### src/rtl/fifo_wr_arbiter.sv
// Round-robin arbiter sharing one FIFO write port among NUM_REQ valid/ready requesters,
// throttled by the FIFO full/almost_full flags and bounded per owner by MAX_BURST.
module fifo_wr_arbiter #(
    parameter int NUM_REQ    = 4,
    parameter int DATA_WIDTH = 8,
    parameter int MAX_BURST  = 4
) (
    input  logic                          wr_clk,
    input  logic                          rst_n,
    input  logic [NUM_REQ-1:0]            req_valid,
    input  logic [NUM_REQ*DATA_WIDTH-1:0] req_data,
    output logic [NUM_REQ-1:0]            req_ready,
    input  logic                          fifo_full,
    input  logic                          fifo_almost_full,
    output logic                          fifo_wr,
    output logic [DATA_WIDTH-1:0]         fifo_data,
    output logic [$clog2(NUM_REQ)-1:0]    grant_id,
    output logic                          busy
);

    localparam int IW = $clog2(NUM_REQ);

    typedef enum logic [1:0] {IDLE, OWN, STALL} state_t;

    state_t                state, nxt_state;
    logic [IW-1:0]         owner, nxt_owner;
    logic [IW-1:0]         rr_ptr, nxt_rr;
    logic [IW-1:0]         gnt_idx;
    logic [3:0]            burst_cnt, nxt_burst;
    logic                  wr_ok;
    logic                  accept;
    logic                  hold;
    logic [IW:0]           search;
    logic [DATA_WIDTH-1:0] gnt_data;

    // First valid requester after ptr (wrapping, ptr itself checked last); MSB = found.
    function automatic logic [IW:0] rr_search(input logic [NUM_REQ-1:0] valid,
                                               input logic [IW-1:0]      ptr);
        logic [IW:0]   res;
        logic [IW-1:0] cand;
        res = '0;
        for (int k = NUM_REQ; k >= 1; k--) begin
            cand = IW'((int'(ptr) + k) % NUM_REQ);
            if (valid[cand]) res = {1'b1, cand};
        end
        return res;
    endfunction

    // fifo_wr is last cycle's write, which the flags do not reflect yet.
    assign wr_ok = !fifo_full && !(fifo_almost_full && fifo_wr);

    always_ff @(posedge wr_clk or negedge rst_n) begin
        if (!rst_n) begin
            state     <= IDLE;
            owner     <= '0;
            rr_ptr    <= IW'(NUM_REQ - 1);
            burst_cnt <= '0;
            fifo_wr   <= 1'b0;
            fifo_data <= '0;
            grant_id  <= '0;
            busy      <= 1'b0;
        end else begin
            // NOTE: sequential state uses non-blocking assignments so every flop samples pre-edge values.
            state     <= nxt_state;
            owner     <= nxt_owner;
            rr_ptr    <= nxt_rr;
            burst_cnt <= nxt_burst;
            fifo_wr   <= accept;
            busy      <= (nxt_state != IDLE);
            if (accept) begin
                fifo_data <= gnt_data;
                grant_id  <= gnt_idx;
            end
        end
    end

    always_comb begin
        // NOTE: every signal gets a default first so no path leaves it unassigned (no latches).
        nxt_state = state;
        nxt_owner = owner;
        nxt_rr    = rr_ptr;
        nxt_burst = burst_cnt;
        gnt_idx   = owner;
        accept    = 1'b0;

        hold   = (state != IDLE) && req_valid[owner] && (burst_cnt < 4'(MAX_BURST));
        search = rr_search(req_valid, (state == IDLE) ? rr_ptr : owner);

        if (hold) begin
            if (wr_ok) begin
                accept    = 1'b1;
                nxt_burst = burst_cnt + 4'd1;
                nxt_state = OWN;
            end else begin
                nxt_state = STALL;
            end
        end else begin
            if (state != IDLE) nxt_rr = owner;
            if (search[IW]) begin
                nxt_owner = search[IW-1:0];
                gnt_idx   = search[IW-1:0];
                if (wr_ok) begin
                    accept    = 1'b1;
                    nxt_burst = 4'd1;
                    nxt_state = OWN;
                end else begin
                    nxt_burst = 4'd0;
                    nxt_state = STALL;
                end
            end else begin
                nxt_burst = 4'd0;
                nxt_state = IDLE;
            end
        end
    end

    always_comb begin
        req_ready = '0;
        if (accept && rst_n) req_ready[gnt_idx] = 1'b1;
        gnt_data = req_data[int'(gnt_idx)*DATA_WIDTH +: DATA_WIDTH];
    end

endmodule

### config.mk
export PLATFORM = sky130hd
export DESIGN_NAME = fifo_wr_arbiter
export DESIGN_NICKNAME = d
export VERILOG_FILES = /design/src/rtl/fifo_wr_arbiter.sv
export SDC_FILE = /design/constraint.sdc
export NUM_CORES = 1
export LEC_CHECK = 0
export BUFFER_PORTS_ARGS = -buffer_cell sky130_fd_sc_hd__buf_2
export CELL_PAD_IN_SITES_DETAIL_PLACEMENT = 1
export CELL_PAD_IN_SITES_GLOBAL_PLACEMENT = 1
export CORE_MARGIN = 10
export CORE_UTILIZATION = 35
export DETAILED_ROUTE_END_ITERATION = 8
export PLACE_DENSITY = 0.9
export SETUP_SLACK_MARGIN = 0.15
export SLEW_MARGIN = 20
export SYNTH_ARGS = -nofsm -noshare
export SYNTH_HDL_FRONTEND = slang
export SYNTH_SLANG_ARGS = --single-unit
### constraint.sdc
create_clock -name wr_clk -period 2.9 [get_ports wr_clk]
set_input_delay 0.435 -clock wr_clk [delete_from_list [all_inputs] [get_ports wr_clk]]
set_output_delay 0.435 -clock wr_clk [all_outputs]
set_load 0.01 [all_outputs]
=== Word level (Yosys, flattened, before mapping) ===
Index checks and enable logic that the tools add are counted.
Widths: inputs -> output; s select.

* Bits in registers: 22
* Output and inout bits: 16

* $add $sub $neg: 5
* Magnitude comparators: 8
* Equal/unequal tests: 1
* Shift operators: 1
* Mux-type cells: 30
* Bitwise gates (word level): 1
* Reductions and logical operators: 12

{| class="wikitable"
|+ Operators by type and width
! cell !! number
|-
| $shiftx 32x6->8 || 1
|-
| $lt 2x3->1 const B || 6
|-
| $mux 4 || 4
|-
| $mux 2 || 6
|-
| $mux 3 || 4
|-
| $bmux 1 s2 || 5
|-
| $mux 1 || 10
|-
| $logic_and 1x1->1 || 6
|-
| $add 2x1->2 const B || 2
|-
| $add 2x2->2 const B || 2
|-
| $add 4x1->4 const B || 1
|-
| $lt 4x3->1 const B || 1
|-
| $reduce_bool 2->1 || 2
|-
| $demux 1 s2 || 1
|-
| $ge 2x1->1 const B || 1
|-
| $logic_not 1->1 || 2
|-
| $logic_not 2->1 || 1
|-
| $ne 2x2->1 const B || 1
|-
| $reduce_and 2->1 || 1
|-
| $not 1->1 || 1
|}

=== Logic depth before layout (Yosys ltp) ===
* Depth after elaboration: 16
* Mapped depth: 9
* Gate-level depth less buffers: 7

=== Worst setup path after synthesis ===
OpenSTA, ideal clock, no wires.

* Path type: input-to-reg
* From: input req_valid[3]
* To: register fifo_data[0]
* Setup time: 0.126 ns
* Arrival: 2.406 ns
* Required time: 2.774 ns
* Path slack: 0.369 ns
* Cell stages on the path: 9
* Cell sequence: buf_2 > mux4_2 > nor4b_4 > a21oi_2 > a31oi_4 > clkbuf_8 > mux2_1 > a22o_1 > a221o_1

* Longest elaborated chain between the ends: 9
* Elaborated cells between the ends (all ways): 21

{| class="wikitable"
|+ RTL lines
! what !! RTL line !! text
|-
| start: declaration || 10 || <nowiki>input logic [NUM_REQ-1:0] req_valid,</nowiki>
|-
| $bmux 1 s2 || 44 || <nowiki>if (valid[cand]) res = {1'b1, cand};</nowiki>
|-
| $mux 1 (implied by the code) || 44 ||
|-
| $mux 3 (4 in a row) || 44 ||
|-
| $mux 2 (2 in a row) || n/a ||
|-
| $shiftx 32x6->8 || 120 || <nowiki>gnt_data = req_data[int'(gnt_idx)*DATA_WIDTH +: DATA_WIDTH];</nowiki>
|-
| end signal: assignment || 71 || <nowiki>fifo_data <= gnt_data;</nowiki>
|-
| end: declaration || 16 || <nowiki>output logic [DATA_WIDTH-1:0] fifo_data,</nowiki>
|}

Parallel ways exist; a longest one is shown, timed or not. The select of a mux whose other input is x is not followed.
A chain may end at the register's enable or synchronous reset.

=== Worst setup path after layout ===
* From: register owner[0]
* To: output req_ready[2]

* Longest elaborated chain between the ends: 15
* Elaborated cells between the ends (all ways): 32

{| class="wikitable"
|+ RTL lines
! what !! RTL line !! text
|-
| start: declaration || 26 || <nowiki>logic [IW-1:0] owner, nxt_owner;</nowiki>
|-
| start signal: assignment || 65 || <nowiki>owner <= nxt_owner;</nowiki>
|-
| $mux 2 || 87 || <nowiki>search = rr_search(req_valid, (state == IDLE) ? rr_ptr : owner);</nowiki>
|-
| $add 2x1->2 || 43 || <nowiki>cand = IW'((int'(ptr) + k) % NUM_REQ);</nowiki>
|-
| $bmux 1 s2 || 44 ||
|-
| $mux 1 (implied by the code) || 44 ||
|-
| $mux 3 (4 in a row) || 44 ||
|-
| $mux 2 || n/a ||
|-
| $mux 2 * || n/a ||
|-
| named net gnt_idx[0] || 28 || <nowiki>logic [IW-1:0] gnt_idx;</nowiki>
|-
| $lt 2x3->1 (implied by the code) or $ge 2x1->1 (tied branches) || 119 || <nowiki>if (accept && rst_n) req_ready[gnt_idx] = 1'b1;</nowiki>
|-
| $logic_and 1x1->1 (implied by the code) || 119 ||
|-
| $mux 1 (implied by the code) || 119 ||
|-
| $demux 1 s2 * || 119 ||
|-
| $mux 4 * || 119 ||
|-
| end: declaration || 12 || <nowiki>output logic [NUM_REQ-1:0] req_ready,</nowiki>
|}

The timed path passes the listed nets; every way through them passes the cells marked *. The select of a mux whose other input is x is not followed.

==> results by group <==
Synth
  – List of most frequent post-synthesis cells: 19 x dfrtp_1, 10 x nor2_1, 9 x nand2_1
  – Synth warn: 0
  – Area leader, netlist: dfrtp_1
  – Ys async rst share: 1.000
  – Syn Inst Count: 116
  – Mean area per synthesized cell: 11.09 sq um
  – Flops & latches, synth: 21
  – Unique masters post-synth: between 40 and 50
  – Top post-synthesis cells by area: dfrtp_1 37%, mux2_2 7.0%, mux2i_1 6.2%
  – Mapped Area: 1286 sq um
  – Number of flops mapped to enable cells by yosys: 0
  – Share of the synthesized area in the top cell type: 0.3696
  – Sequential area share after synthesis: 0.4105
  – Most frequent cell after synthesis: dfrtp_1
  – Mapped Nets: 157
  – Main synth FF type: dfrtp_1

Clock network
  – Root Buffer: clkbuf_8
  – Clk slew on worst S/H paths: 0.07 ns
  – Post-CTS Hold Buffers: 0
  – CTS Buf Count: 3
  – H-tree depth: 1
  – Clk buf depth: 2
  – CTS tree: yes
  – Clk Latency, worst-skew pair: 0.25 ns
  – Clk sinks: 21

Worst setup path
  – Max incr delay on CP: 0.52 ns
  – CP max-delay cell: mux4_2
  – Crit-path max FO: 3
  – CP Capture Type: primary output
  – Delay-heaviest family, CP: multiplexers
  – Crit Path Class: reg2out
  – Critical-path cell list: mux4_2 > nor4b_4 > a31o_1 > o32a_4 > nand3b_1 > nor2_1 > buf_2
  – Worst R2R Path Depth: 9
  – Worst Path Arrival: 2.28 ns
  – Startpoint Class: flip-flop
  – Crit path buf inv count: 1
  – Worst path required time: about 2.5 ns
  – Critical path depth in cells: 7

Global route
  – Largest net degree at the start of global routing: 24
  – GR Util All Layers: 0.1259
  – Vias in the first global route: 1417
  – GR Overflow Total: 0
  – Initial antenna violation count: 0
  – First-pass GRT wire length: approximately 6600 um

STA
  – Final Cycle Share: 0.9367
  – Setup TNS: 0 ns
  – Unrepaired setup endpoints after global routing: true
  – Fin. max-slew vios: 0
  – Minimum clock period: between 2 and 3 ns
  – Final setup fails: 0
  – F_max: 368.1 MHz
  – Hold Fails Final Rpt: 0
  – Clock Skew: 0.001868 ns

Power and ir drop
  – Worst VDD drop: 420.3 uV
  – Sw Share: 0.3677
  – Clock network power share: 0.124
  – Part of the power in registers: 0.319
  – Logic gate share of total power: 0.556
  – Pwr per Cell Area: 844.4 nW/um^2
  – P_int: about 940 uW
  – Leakage power: between 0.8 and 0.9 nW
  – Psw: 547.8 uW
  – Total power: 1.490 mW

Drt
  – Routed Wire Length: around 4100 um
  – # DRC: 0
  – 1st-pass router iterations: 4
  – Wire per inst: 17.49 um
  – DR iter-0 viols: 60
  – Via count: 1236
  – Vias per Instance: 5.282
  – Detail Route Antenna Nets: 0

Finish
  – Fin nets: 230
  – Ant diodes: 0
  – Layout cells sized above 1: 0.5000
  – Area Overhead vs Synth: 37.16%

Die
  – # IOs: 56
  – Die width: 80.62 um
  – Die height: just over 80 um
  – Core Area: between 3000 and 4000 sq um
  – Starting Density: 0.3737
  – Die ar.: 6500 sq um
  – Num rows: 21

Run status
  – Outcome: finished, final reports clean

Worst hold path
  – Worst Hold Class: in2async

Placed design
  – Port Buffers: 55
  – Final Wtd Congestion: 0.7992
  – Detail Placement HPWL: approximately 3200 um

Flow run
  – Max-cap viol count: 0
## cells in the final DEF (no fill, tap or decap), drive strengths merged
cell type,Yosys,layout
mux2i,8,8
o31a,1,1
nand3b,1,1
a22o,6,6
conb,1,1
buf,3,73
nand2b,1,1
xor2,2,2
mux2,10,10
nor2,11,11
o21a,1,1
nand2,9,9
clkbuf,2,4
nor2b,1,1
a211o,1,1
dfrtp,19,19
inv,6,6
a221o,7,7
dfstp,2,2
and3,2,2
a31oi,2,2
nand3,1,1
a22oi,1,1
a21oi,4,4
o21ai,3,3
nor3b,1,1
mux4,1,1
nor4,2,2
a31o,1,1
nor3,1,1
nor4b,2,2
o22ai,1,1
ha,1,1
o32a,1,1
## flip-flops by register name, indices dropped and copies added, names as in the netlist
register,count
fifo_wr,1
owner,2
grant_id,2
state,1
busy,1
rr_ptr,2
burst_cnt,4
fifo_data,8
## power groups by stage
stage	Sequential, mW	Combinational, mW	Clock, mW
finish	0.476	0.829	0.185
global route	0.492	0.899	0.202
CTS	0.478	0.812	0.190
detailed placement	0.479	0.747	0
global placement	0.472	0.720	0
floorplan	0.495	0.503	0
## logic make-up after synthesis
| kind of cell | Yosys count | share of synthesized area |
|---|---|---|
| AOI/OAI and AO/OA | 29 | 0.2014 |
| xor gates and xnor gates | 2 | 0.01362 |
| adders and majority gates | 1 | 0.009726 |
| buffers and inverters | 11 | 0.04766 |
| DFF | 21 | 0.4105 |
| muxes | 19 | 0.1673 |
| other | 1 | 0.002915 |
| and+or+nand+nor | 32 | 0.1469 |
## stage by stage
| stage | worst slack (ns) | instance area, sq um | cells | hold slack (ns) | util |
|---|---|---|---|---|---|
| 2_1_floorplan | 0.3685 | 1286 | 116 | 0.1394 | - |
| 3_3_place_gp | 0.2426 | 1633 | 219 | 0.4152 | 0.4744 |
| 3_5_place_dp | 0.1794 | 1633 | 219 | 0.4243 | 0.4744 |
| 4_1_cts | 0.1430 | 1719 | 228 | 0.1482 | 0.4995 |
| 5_1_grt | 0.09157 | 1764 | 234 | 0.1692 | 0.5125 |
| 6_report | 0.1835 | 1764 | 234 | 0.1346 | 0.5125 |
## routing by layer
layer	vias up	wire length (um)	global-route usage
met3	4	343	0.04232
met5	-	0	0
met2	50	1983	0.2166
met1	607	1712	0.1412
met4	0	53	0.04225
li1	575	-	-
## worst paths after layout
| path | startpoint | end | slack [ns] |
|---|---|---|---|
| setup / recovery | owner[0] | req_ready[2] | 0.18 |
| hold / removal | rst_n | fifo_data[1] | 0.13 |
| setup reg to reg | owner[0] | fifo_data[7] | 0.33 |
| hold reg to reg | grant_id[1] | grant_id[1] | 0.48 |
| min in group wr_clk | req_data[8] | fifo_data[0] | 0.41 |
| max in group asynchronous | rst_n | rr_ptr[0] | 2.41 |
## final cells by class
cell class                      count  area [sq um]
Multi-Input combinational cell     84         700.7
Sequential cell                    21         528.0
Inverter                            6         22.52
Clock buffer                        4         45.04
Tap cell                           46         57.56
Timing Repair Buffer               73         410.4
Fill cell                         405          1678
## what timing repair did
action | in CTS | in global routing
gates cloned | 0 | 0
buffers inserted | 5 | 6
gates resized for setup | 1 | 0
setup endpoints to repair | 4 | 4
pin swaps | 3 | 2
(Power assumes the default switching activity.)
